$ cat config.mk
export PLATFORM = sky130hd
export DESIGN_NAME = fetch_queue
export DESIGN_NICKNAME = d
export VERILOG_FILES = /design/src/rtl/fetch_pkg.sv /design/src/rtl/fetch_fifo.sv /design/src/rtl/fetch_queue.sv
export SDC_FILE = /design/constraint.sdc
export NUM_CORES = 1
export LEC_CHECK = 0
export CORE_MARGIN = 2
export CORE_UTILIZATION = 46
export CTS_CLUSTER_DIAMETER = 80
export DETAILED_ROUTE_END_ITERATION = 10
export PLACE_DENSITY = 0.67
export SLEW_MARGIN = 20
export SYNTH_ARGS = -nofsm -noshare
export SYNTH_HDL_FRONTEND = slang
export SYNTH_SLANG_ARGS = --single-unit
$ cat constraint.sdc
create_clock -name clock -period 7.35 [get_ports clock]
set_input_delay 1.47 -clock clock [delete_from_list [all_inputs] [get_ports clock]]
set_output_delay 1.47 -clock clock [all_outputs]
set_load 0.05 [all_outputs]
$ cat src/rtl/fetch_pkg.sv
// Shared types and helpers for the halfword fetch queue.
// Optional stall counter in fetch_queue is enabled by FETCH_STALL_CNT_EN.
package fetch_pkg;

  localparam int unsigned HW_W = 16;

  typedef enum logic [1:0] {
    ST_RUN,
    ST_FULL,
    ST_FLUSH
  } fetch_state_t;

  // Bit 15 set marks the first halfword of a 32-bit instruction.
  function automatic logic is_long(input logic [HW_W-1:0] hw);
    return hw[HW_W-1];
  endfunction

endpackage

$ cat src/rtl/fetch_fifo.sv
// Halfword queue: single push, pop of one or two entries, synchronous flush.
module fetch_fifo
  import fetch_pkg::*;
#(
  parameter int unsigned DEPTH = 4,
  localparam int unsigned AW = $clog2(DEPTH),
  localparam int unsigned CW = AW + 1
) (
  input  logic            clock,
  input  logic            reset,
  input  logic            i_flush,
  input  logic            i_push,
  input  logic [HW_W-1:0] i_data,
  input  logic            i_pop1,
  input  logic            i_pop2,
  output logic [HW_W-1:0] o_head0,
  output logic [HW_W-1:0] o_head1,
  output logic [CW-1:0]   o_count
);

  logic [HW_W-1:0] r_mem [DEPTH];
  logic [AW-1:0]   r_rd;
  logic [AW-1:0]   r_wr;
  logic [CW-1:0]   r_count;
  logic [CW-1:0]   w_pop_cnt;
  logic [AW-1:0]   w_rd1;

  assign w_pop_cnt = i_pop2 ? CW'(2) : {{(CW-1){1'b0}}, i_pop1};
  assign w_rd1     = r_rd + AW'(1);
  assign o_head0   = r_mem[r_rd];
  assign o_head1   = r_mem[w_rd1];
  assign o_count   = r_count;

  always_ff @(posedge clock) begin
    if (i_push && !i_flush) begin
      r_mem[r_wr] <= i_data;
    end
  end

  always_ff @(posedge clock or negedge reset) begin
    if (!reset) begin
      r_rd    <= '0;
      r_wr    <= '0;
      r_count <= '0;
    end else if (i_flush) begin
      r_rd    <= '0;
      r_wr    <= '0;
      r_count <= '0;
    end else begin
      if (i_push) begin
        r_wr <= r_wr + AW'(1);
      end
      r_rd    <= r_rd + w_pop_cnt[AW-1:0];
      r_count <= r_count + CW'(i_push) - w_pop_cnt;
    end
  end

endmodule

$ cat src/rtl/fetch_queue.sv
// Instruction fetch front end: requests halfwords, assembles 16/32-bit insns.
// Define FETCH_STALL_CNT_EN to add the stall_cnt output.
module fetch_queue
  import fetch_pkg::*;
#(
  parameter int unsigned     PC_W     = 20,
  parameter int unsigned     DEPTH    = 4,
  parameter int unsigned     OFS_W    = 9,
  parameter logic [PC_W-1:0] RESET_PC = '0
) (
  input  logic             clock,
  input  logic             reset,
  output logic             imem_req,
  output logic [PC_W-1:0]  imem_addr,
  input  logic [HW_W-1:0]  imem_data,
  input  logic             redirect_valid,
  input  logic             redirect_abs,
  input  logic [PC_W-1:0]  redirect_target,
  input  logic [OFS_W-1:0] redirect_offset,
  output logic             insn_valid,
  input  logic             insn_ready,
  output logic [31:0]      insn_data,
  output logic             insn_long,
  output logic [PC_W-1:0]  insn_pc
`ifdef FETCH_STALL_CNT_EN
  ,
  output logic [31:0]      stall_cnt
`endif
);

  localparam int unsigned CW = $clog2(DEPTH) + 1;

  fetch_state_t    r_state;
  logic            r_live;
  logic            r_inflight;
  logic [PC_W-1:0] r_fetch_pc;
  logic [PC_W-1:0] r_insn_pc;

  logic [HW_W-1:0] w_head0;
  logic [HW_W-1:0] w_head1;
  logic [CW-1:0]   w_count;
  logic            w_head_long;
  logic            w_valid;
  logic            w_pop;
  logic            w_pop1;
  logic            w_pop2;
  logic            w_push;
  logic            w_req;
  logic [PC_W-1:0] w_ofs_ext;
  logic [PC_W-1:0] w_target;
  logic [CW-1:0]   w_count_nxt;
  logic [CW-1:0]   w_used_nxt;

  fetch_fifo #(.DEPTH(DEPTH)) u_fifo (
    .clock   (clock),
    .reset   (reset),
    .i_flush (redirect_valid),
    .i_push  (w_push),
    .i_data  (imem_data),
    .i_pop1  (w_pop1),
    .i_pop2  (w_pop2),
    .o_head0 (w_head0),
    .o_head1 (w_head1),
    .o_count (w_count)
  );

  assign w_head_long = is_long(w_head0);
  assign w_valid     = (w_count != '0) && (!w_head_long || (w_count >= CW'(2)));
  assign w_pop       = w_valid && insn_ready && !redirect_valid;
  assign w_pop1      = w_pop && !w_head_long;
  assign w_pop2      = w_pop && w_head_long;
  assign w_push      = r_inflight && (r_state != ST_FLUSH) && !redirect_valid;
  assign w_req       = r_live && !redirect_valid && (r_state != ST_FULL);

  assign w_ofs_ext = {{(PC_W-OFS_W){redirect_offset[OFS_W-1]}}, redirect_offset};
  assign w_target  = redirect_abs ? redirect_target : (r_insn_pc + w_ofs_ext);

  // Occupancy plus outstanding request as it will stand after this edge.
  assign w_count_nxt = redirect_valid ? '0 :
                       (w_count + CW'(w_push) - (w_pop2 ? CW'(2) : CW'(w_pop1)));
  assign w_used_nxt  = w_count_nxt + CW'(w_req);

  assign imem_req  = w_req;
  assign imem_addr = r_fetch_pc;
  assign insn_valid = w_valid;
  assign insn_long  = w_valid && w_head_long;
  assign insn_data  = w_valid ? {w_head0, (w_head_long ? w_head1 : '0)} : '0;
  assign insn_pc    = r_insn_pc;

  always_ff @(posedge clock or negedge reset) begin
    if (!reset) begin
      r_state    <= ST_RUN;
      r_live     <= 1'b0;
      r_inflight <= 1'b0;
      r_fetch_pc <= RESET_PC;
      r_insn_pc  <= RESET_PC;
    end else begin
      r_live     <= 1'b1;
      r_inflight <= w_req;
      if (redirect_valid) begin
        r_state    <= ST_FLUSH;
        r_fetch_pc <= w_target;
        r_insn_pc  <= w_target;
      end else begin
        if (w_req) begin
          r_fetch_pc <= r_fetch_pc + PC_W'(1);
        end
        if (w_pop) begin
          r_insn_pc <= r_insn_pc + (w_pop2 ? PC_W'(2) : PC_W'(1));
        end
        case (r_state)
          ST_FLUSH: r_state <= ST_RUN;
          default:  r_state <= (w_used_nxt == CW'(DEPTH)) ? ST_FULL : ST_RUN;
        endcase
      end
    end
  end

`ifdef FETCH_STALL_CNT_EN
  logic [31:0] r_stall_cnt;

  always_ff @(posedge clock or negedge reset) begin
    if (!reset) begin
      r_stall_cnt <= '0;
    end else if (insn_ready && !w_valid && (r_stall_cnt != '1)) begin
      r_stall_cnt <= r_stall_cnt + 32'd1;
    end
  end

  assign stall_cnt = r_stall_cnt;
`endif

endmodule
==> results of run 1 <==
final cells by class:
type                    count  area share, %
clock buffers              17           4.68
clock inverters            15           2.01
inverters                  24          0.991
multi-input cells         475           40.3
flip-flops and latches    115           35.2
well taps                 188           2.59
repair buffers            131           14.2
where the power goes:
group	leakage, nW	internal [mW]	switching (mW)
Clock	0.286	0.535	0.303
Sequential	1.20	0.755	0.122
Combinational	1.92	0.463	0.798
routing by layer:
metal	wire length [um]	share of wire, %	track usage [%]	vias up
li1	-	-	-	2663
met1	8420	44	31.5	2878
met2	9330	49	38.5	203
met3	958	5.0	4.38	20
met4	249	1.3	6.72	2
met5	12	0.063	0	-
state kept, by name, indices dropped and copies added (netlist names):
signal and flops:
u_fifo.o_count 3, u_fifo.r_mem 64, r_inflight 1, u_fifo.r_wr 2
u_fifo.r_rd 2, r_live 1, insn_pc 20, imem_addr 20
r_state 2
cells by family (layout without fill, tap and decap cells):
| kind of cell | after synthesis | after routing | share of synthesized area (%) |
|---|---|---|---|
| compound gates | 158 | 158 | 15.1 |
| xor+xnor | 34 | 34 | 4.19 |
| fa+ha+maj | 35 | 35 | 6.48 |
| buf+inv | 56 | 187 | 3.33 |
| flops | 115 | 115 | 45.0 |
| mux | 38 | 38 | 11.0 |
| other cells | 1 | 1 | 0.0528 |
| simple gates | 209 | 209 | 14.8 |
cells in the mapped netlist (all sizes together) (10+ instances only):
library cell | count | area, sq um
nor2 | 47 | 176
ha | 32 | 400
edfxtp | 64 | 1920
xor2 | 17 | 149
xnor2 | 17 | 149
nand3 | 17 | 90.1
o21ai | 26 | 130
and3 | 11 | 73.8
nor2b | 38 | 238
nand2 | 59 | 221
inv | 23 | 86.3
clkbuf | 24 | 90.1
o21a | 16 | 128
a21oi | 39 | 195
dfrtp | 51 | 1280
mux4 | 32 | 721
nor3 | 10 | 50.1
final timing paths:
kind / end / depth (start not counted)
max reg2reg: r_state[0] / 12
min: imem_addr[5] / 1
max in group asynchronous: u_fifo.r_rd[0] / 2
min reg2reg: imem_addr[5] / 1
min in group asynchronous: insn_pc[6] / 2
max: imem_req / 3
worst register-to-register path, stage by stage (launching register included):
cell	delay, ns
dfrtp_4	0.85
mux4_2	0.67
o21a_4	0.31
nand2b_1	0.34
nor3_1	0.38
ha_1	0.30
inv_1	0.06
ha_1	0.13
inv_1	0.05
fa_1	0.43
nor2_1	0.17
ha_1	0.27
nor4b_1	0.29
cells in the final DEF (no fill, tap or decap), drive strengths merged, types with 3 or more instances in the layout:
cell type and instances:
a21boi 9, nand4 7, mux4 32, nand2b 4, nor3 10, clkinvlp 4, a311o 3, fa 3
nand2 59, a31o 4, a21o 7, inv 25, xor2 17, a211oi 6, a31oi 6, clkdlybuf4s50 123
o211ai 9, and3 11, edfxtp 64, nor2b 38, o22a 3, o31ai 4, a221oi 4, bufinv 3
ha 32, nand3 17, buf 8, xnor2 17, o21a 16, a41oi 4, clkinv 7, nor2 47
dfrtp 51, o21ai 26, and2 4, a21oi 39, clkbuf 17, mux2i 5
through the flow:
stage / hold slack [ns] / worst slack, ns
final: 0.587 / 2.52
after global routing: 0.625 / 2.42
after CTS: 0.581 / 2.32
after detailed placement: 0.569 / 2.53
after global placement: 0.568 / 2.54
after floorplan: 0.542 / 3.08
==> impl_metrics.tcl, run 1 <==
set metrics [dict create \
    maxSlewViolCount 0 \
    port_buffers 124 \
    r2r-start "u_fifo.r_rd[0]" \
    ys.flop_type "edfxtp_1" \
    grtUsageTotal_pct 23.3 \
    grt_start_max_net_pins 52 \
    startpoint_type "input port" \
    async_reset_ff_share_pct 44.3 \
    hp-class "reg2reg" \
    cts_sinks 115 \
    antenna_found_initial 1 \
    power_density_nw_per_um2 327 \
    nets 849 \
    vias_per_cell 5.98 \
    critPathTopFamily "buffers and inverters" \
    wire_per_inst_um 19.7 \
    register_area_sq_um 3200 \
    post-route-period-util_pct 65.7 \
    fp.dieH_um 128 \
    syn_area_sq_um 7100 \
    num-fill-cells 1208 \
    status "finished, final reports clean" \
    wl_um 19000 \
    overflow 0 \
    num_antenna_cells 0 \
    routabilityCongestion 0.913 \
    power.total_mw 2.98 \
    placed_cell_area_sq_um 8480 \
    dpl.hpwl_um 13700 \
    cts_tree "built" \
    cp_slowest_cell "clkdlybuf4s50_1" \
    ir_drop_mv 0.166 \
    ys_seq_area_share_pct 45.0 \
    cap_violations 0 \
    fp.dieArea_sq_um 16400 \
    cts_made_buffers 17 \
    io_pins 125 \
    cellLeakagePower_nw 3.41 \
    cp-end-kind "output port" \
    rsz0062_at_grt "no" \
    setup_viol 0 \
    syn_nets 731 \
    fin_cells 965 \
    grt_pass1_wl_um 29400 \
    initial_core_util_pct 46.9 \
    syn_inst 646 \
    fmax_ghz 0.207 \
    die_w_um 128 \
    grt_pass1_vias 5462 \
    cts_max_level 4 \
    dp.cells 933 \
    layout-drive-gt1-share_pct 10.9 \
    cts_setup_buffers 0 \
    crit_start "redirect_valid" \
    worst_clock_skew_ns 0.00843 \
    synthDistinctLibCells 69 \
    holdBufCountCts 0 \
    fin_crit_ns 4.83 \
    vias 5766 \
    dr.pass1.iters 5 \
    avgSynthCellArea_sq_um 11.0 \
    path_class "in2out" \
    clockRootBuffer "clkbuf_16" \
    r2r_slack_ns 3.00 \
    multiInputGateArea_sq_um 3670 \
    crit_top_cell "clkdlybuf4s50_1" \
    dr.first_iter.drc_count 502 \
    cp_cell_sequence "clkdlybuf4s50_1 > nor2_1 > clkdlybuf4s50_1" \
    cp_max_fo 14 \
    core_area_sq_um 15100 \
    finalInstanceArea_sq_um 9090 \
    ant_nets 0 \
    clk_pin_slew_worst_paths_ns 0.05 \
    hold_start "imem_addr[5]" \
    num_rows 45 \
    relSlewSlack_pct 35.1 \
    yosysWarnings 0 \
    required_ns 5.88 \
    postCtsResizedCells 0 \
    worstSkewPairLatency_ns 0.40 \
    area_delta_synth_final_pct 28.0 \
    cts_buffer_depth 2 \
    drc 0 \
    worstMarginPinSlew_ns 0.973 \
    ys_seq_elements 115 \
    synth_edf_count 64 \
    final-hold-violation-count 0 \
    setup_tns_ns 0 \
    cp.arrival_ns 3.36 \
    slowest_delay_ns 0.85 \
    post-route-util_pct 60.0 \
    worst-path-buf-inv 2 \
]
(Power assumes the default switching activity.)
==> run 2: changes to the inputs <==
--- a/config.mk
+++ b/config.mk
@@ -9,7 +9,7 @@
 export CORE_UTILIZATION = 46
 export CTS_CLUSTER_DIAMETER = 80
 export DETAILED_ROUTE_END_ITERATION = 10
-export PLACE_DENSITY = 0.67
+export PLACE_DENSITY = 0.7
 export SLEW_MARGIN = 20
 export SYNTH_ARGS = -nofsm -noshare
 export SYNTH_HDL_FRONTEND = slang
==> constraint.sdc (replaced) <==
create_clock -name clock -period 3.9 [get_ports clock]
set_input_delay 0.78 -clock clock [delete_from_list [all_inputs] [get_ports clock]]
set_output_delay 0.78 -clock clock [all_outputs]
set_load 0.05 [all_outputs]
==> run 2 against run 1 <==
Effect of this change: wire length decreased by 1.3%; flip-flop and latch count unchanged; clock power increased by 86%; cell count increased by 1.7%; design area increased by 0.80%; critical endpoint is now r_state[0]; highest routed layer is now met4; critical path depth increased by 11; die area unchanged; sequential share of layout area decreased by 0.31 points.
==> impl_metrics.tcl, run 2 (same netlist as run 1, synthesis figures left out) <==
set metrics [dict create \
    seq_power_share_pct 29.4 \
    relSlewSlack_pct 41.7 \
    clockRootBuffer "clkbuf_16" \
    num_rows 45 \
    ant_nets 0 \
    cts_setup_buffers 0 \
    grt_pass1_vias 5819 \
    path_class "reg2reg" \
    fin_crit_ns 3.52 \
    dpl.hpwl_um 13500 \
    internal-power_mw 3.25 \
    fp.dieArea_sq_um 16400 \
    fp.dieH_um 128 \
    num-fill-cells 1218 \
    core_area_sq_um 15100 \
    power_density_nw_per_um2 609 \
    initial_core_util_pct 46.9 \
    fin_cells 981 \
    cp.arrival_ns 3.83 \
    dr.pass1.iters 4 \
    die_w_um 128 \
    worstMarginPinSlew_ns 0.868 \
    cap_violations 0 \
    wl_um 18700 \
    cp-end-kind "register" \
    switching_power_mw 2.33 \
    fmax_ghz 0.284 \
    status "finished, final reports clean" \
    placed_cell_area_sq_um 8560 \
    dr.first_iter.drc_count 405 \
    holdBufCountCts 0 \
    cts_buffer_depth 2 \
    num_antenna_cells 0 \
    cts_tree "built" \
    layout_commonest_cell "clkdlybuf4s50_1" \
    setup_tns_ns 0 \
    post-route-period-util_pct 90.2 \
    largest_register_ffs 64 \
    setup_viol 0 \
    io_pins 125 \
    antenna_found_initial 0 \
    grt_start_max_net_pins 45 \
    finalInstanceArea_sq_um 9160 \
    routabilityCongestion 0.912 \
    nets 865 \
    startpoint_type "register" \
    cp_max_fo 19 \
    switching_share_pct 41.8 \
    cts_made_buffers 17 \
    clk_pin_slew_worst_paths_ns 0.06 \
    layout_common_cells "88 x clkdlybuf4s50_1, 64 x edfxtp_1, 59 x nand2_1" \
    pwr-share-comb_pct 42.7 \
    worstSkewPairLatency_ns 0.42 \
    overflow 0 \
    maxSlewViolCount 0 \
    postCtsResizedCells 0 \
    rsz0062_at_grt "no" \
    clkPwrFrac_pct 27.9 \
    regMostFlops "u_fifo.r_mem" \
    port_buffers 124 \
    worst_clock_skew_ns 0.00802 \
    final-hold-violation-count 0 \
    hp-class "in2async" \
    drc 0 \
    cellLeakagePower_nw 3.57 \
    power.total_mw 5.58 \
    layout-drive-gt1-share_pct 17.0 \
    cts_sinks 115 \
    required_ns 4.21 \
    area_delta_synth_final_pct 29.0 \
    grtUsageTotal_pct 23.5 \
    post-route-util_pct 60.5 \
    ir_drop_mv 0.317 \
    vias_per_cell 5.94 \
    vias 5829 \
    wire_per_inst_um 19.1 \
    grt_pass1_wl_um 29800 \
    dp.cells 949 \
    cts_max_level 4 \
]
## run 2: changes by cell type in the layout (fill, tap and decap cells not counted), sizes merged
cell	change
clkinv	-1
clkdlybuf4s50	-35
bufinv	-1
clkinvlp	-3
clkbuf	+1
inv	+4
buf	+51
## run 2: stage by stage
step / hold WS, ns / setup WS (ns)
floorplan: 0.484 / 0.404
global placement: 0.572 / 0.411
detailed placement: 0.565 / 0.332
CTS: 0.569 / 0.367
global route: 0.413 / 0.115
finish: 0.368 / 0.384
## run 2: layout make-up
class                   count  area, sq um  share of cell area (%)
clock buffers              18          429                    4.68
clock inverters            14          169                    1.84
inverters                  24         90.1                   0.983
multi-input cells         475         3670                    40.0
flip-flops and latches    115         3200                    34.9
well taps                 188          235                    2.57
repair buffers            147         1370                    15.0
## run 2: worst paths after layout
kind,startpoint,to,slack [ns],depth (start not counted)
min in group clock,imem_addr[5],imem_addr[5],0.58,1
max reg2reg,u_fifo.r_mem[3][15],r_state[0],0.38,14
max,u_fifo.r_mem[3][15],r_state[0],0.38,14
max in group asynchronous,reset,r_inflight,2.98,2
min,reset,insn_pc[5],0.37,1
min reg2reg,imem_addr[5],imem_addr[5],0.58,1
## run 2: power groups by stage
stage | Sequential, mW | Clock [mW] | Combinational, mW
after global routing | 1.66 | 1.64 | 2.55
after floorplan | 2.01 | 0 | 1.24
after detailed placement | 1.66 | 0 | 2.37
final | 1.64 | 1.56 | 2.38
after global placement | 1.65 | 0 | 2.34
after CTS | 1.63 | 1.58 | 2.38
## run 2: routing by layer
metal / vias to the layer above / GRT usage (%) / part of all wire [%]
met2: 265 / 39.6 / 50
met1: 2841 / 30.2 / 41
li1: 2689 / - / -
met5: - / 0 / 0
met4: 0 / 8.53 / 2.1
met3: 34 / 4.47 / 6.9
## run 2: worst max-delay path, cell delays in order, from the launching register on
cell,delay [ns]
edfxtp_1,0.39
mux4_2,0.54
o21a_4,0.32
nand2b_1,0.21
nor3_1,0.26
ha_1,0.29
inv_1,0.07
ha_1,0.14
inv_1,0.05
fa_1,0.37
xor2_1,0.19
xnor2_1,0.15
nor2_1,0.08
xnor2_1,0.13
nor4b_1,0.23
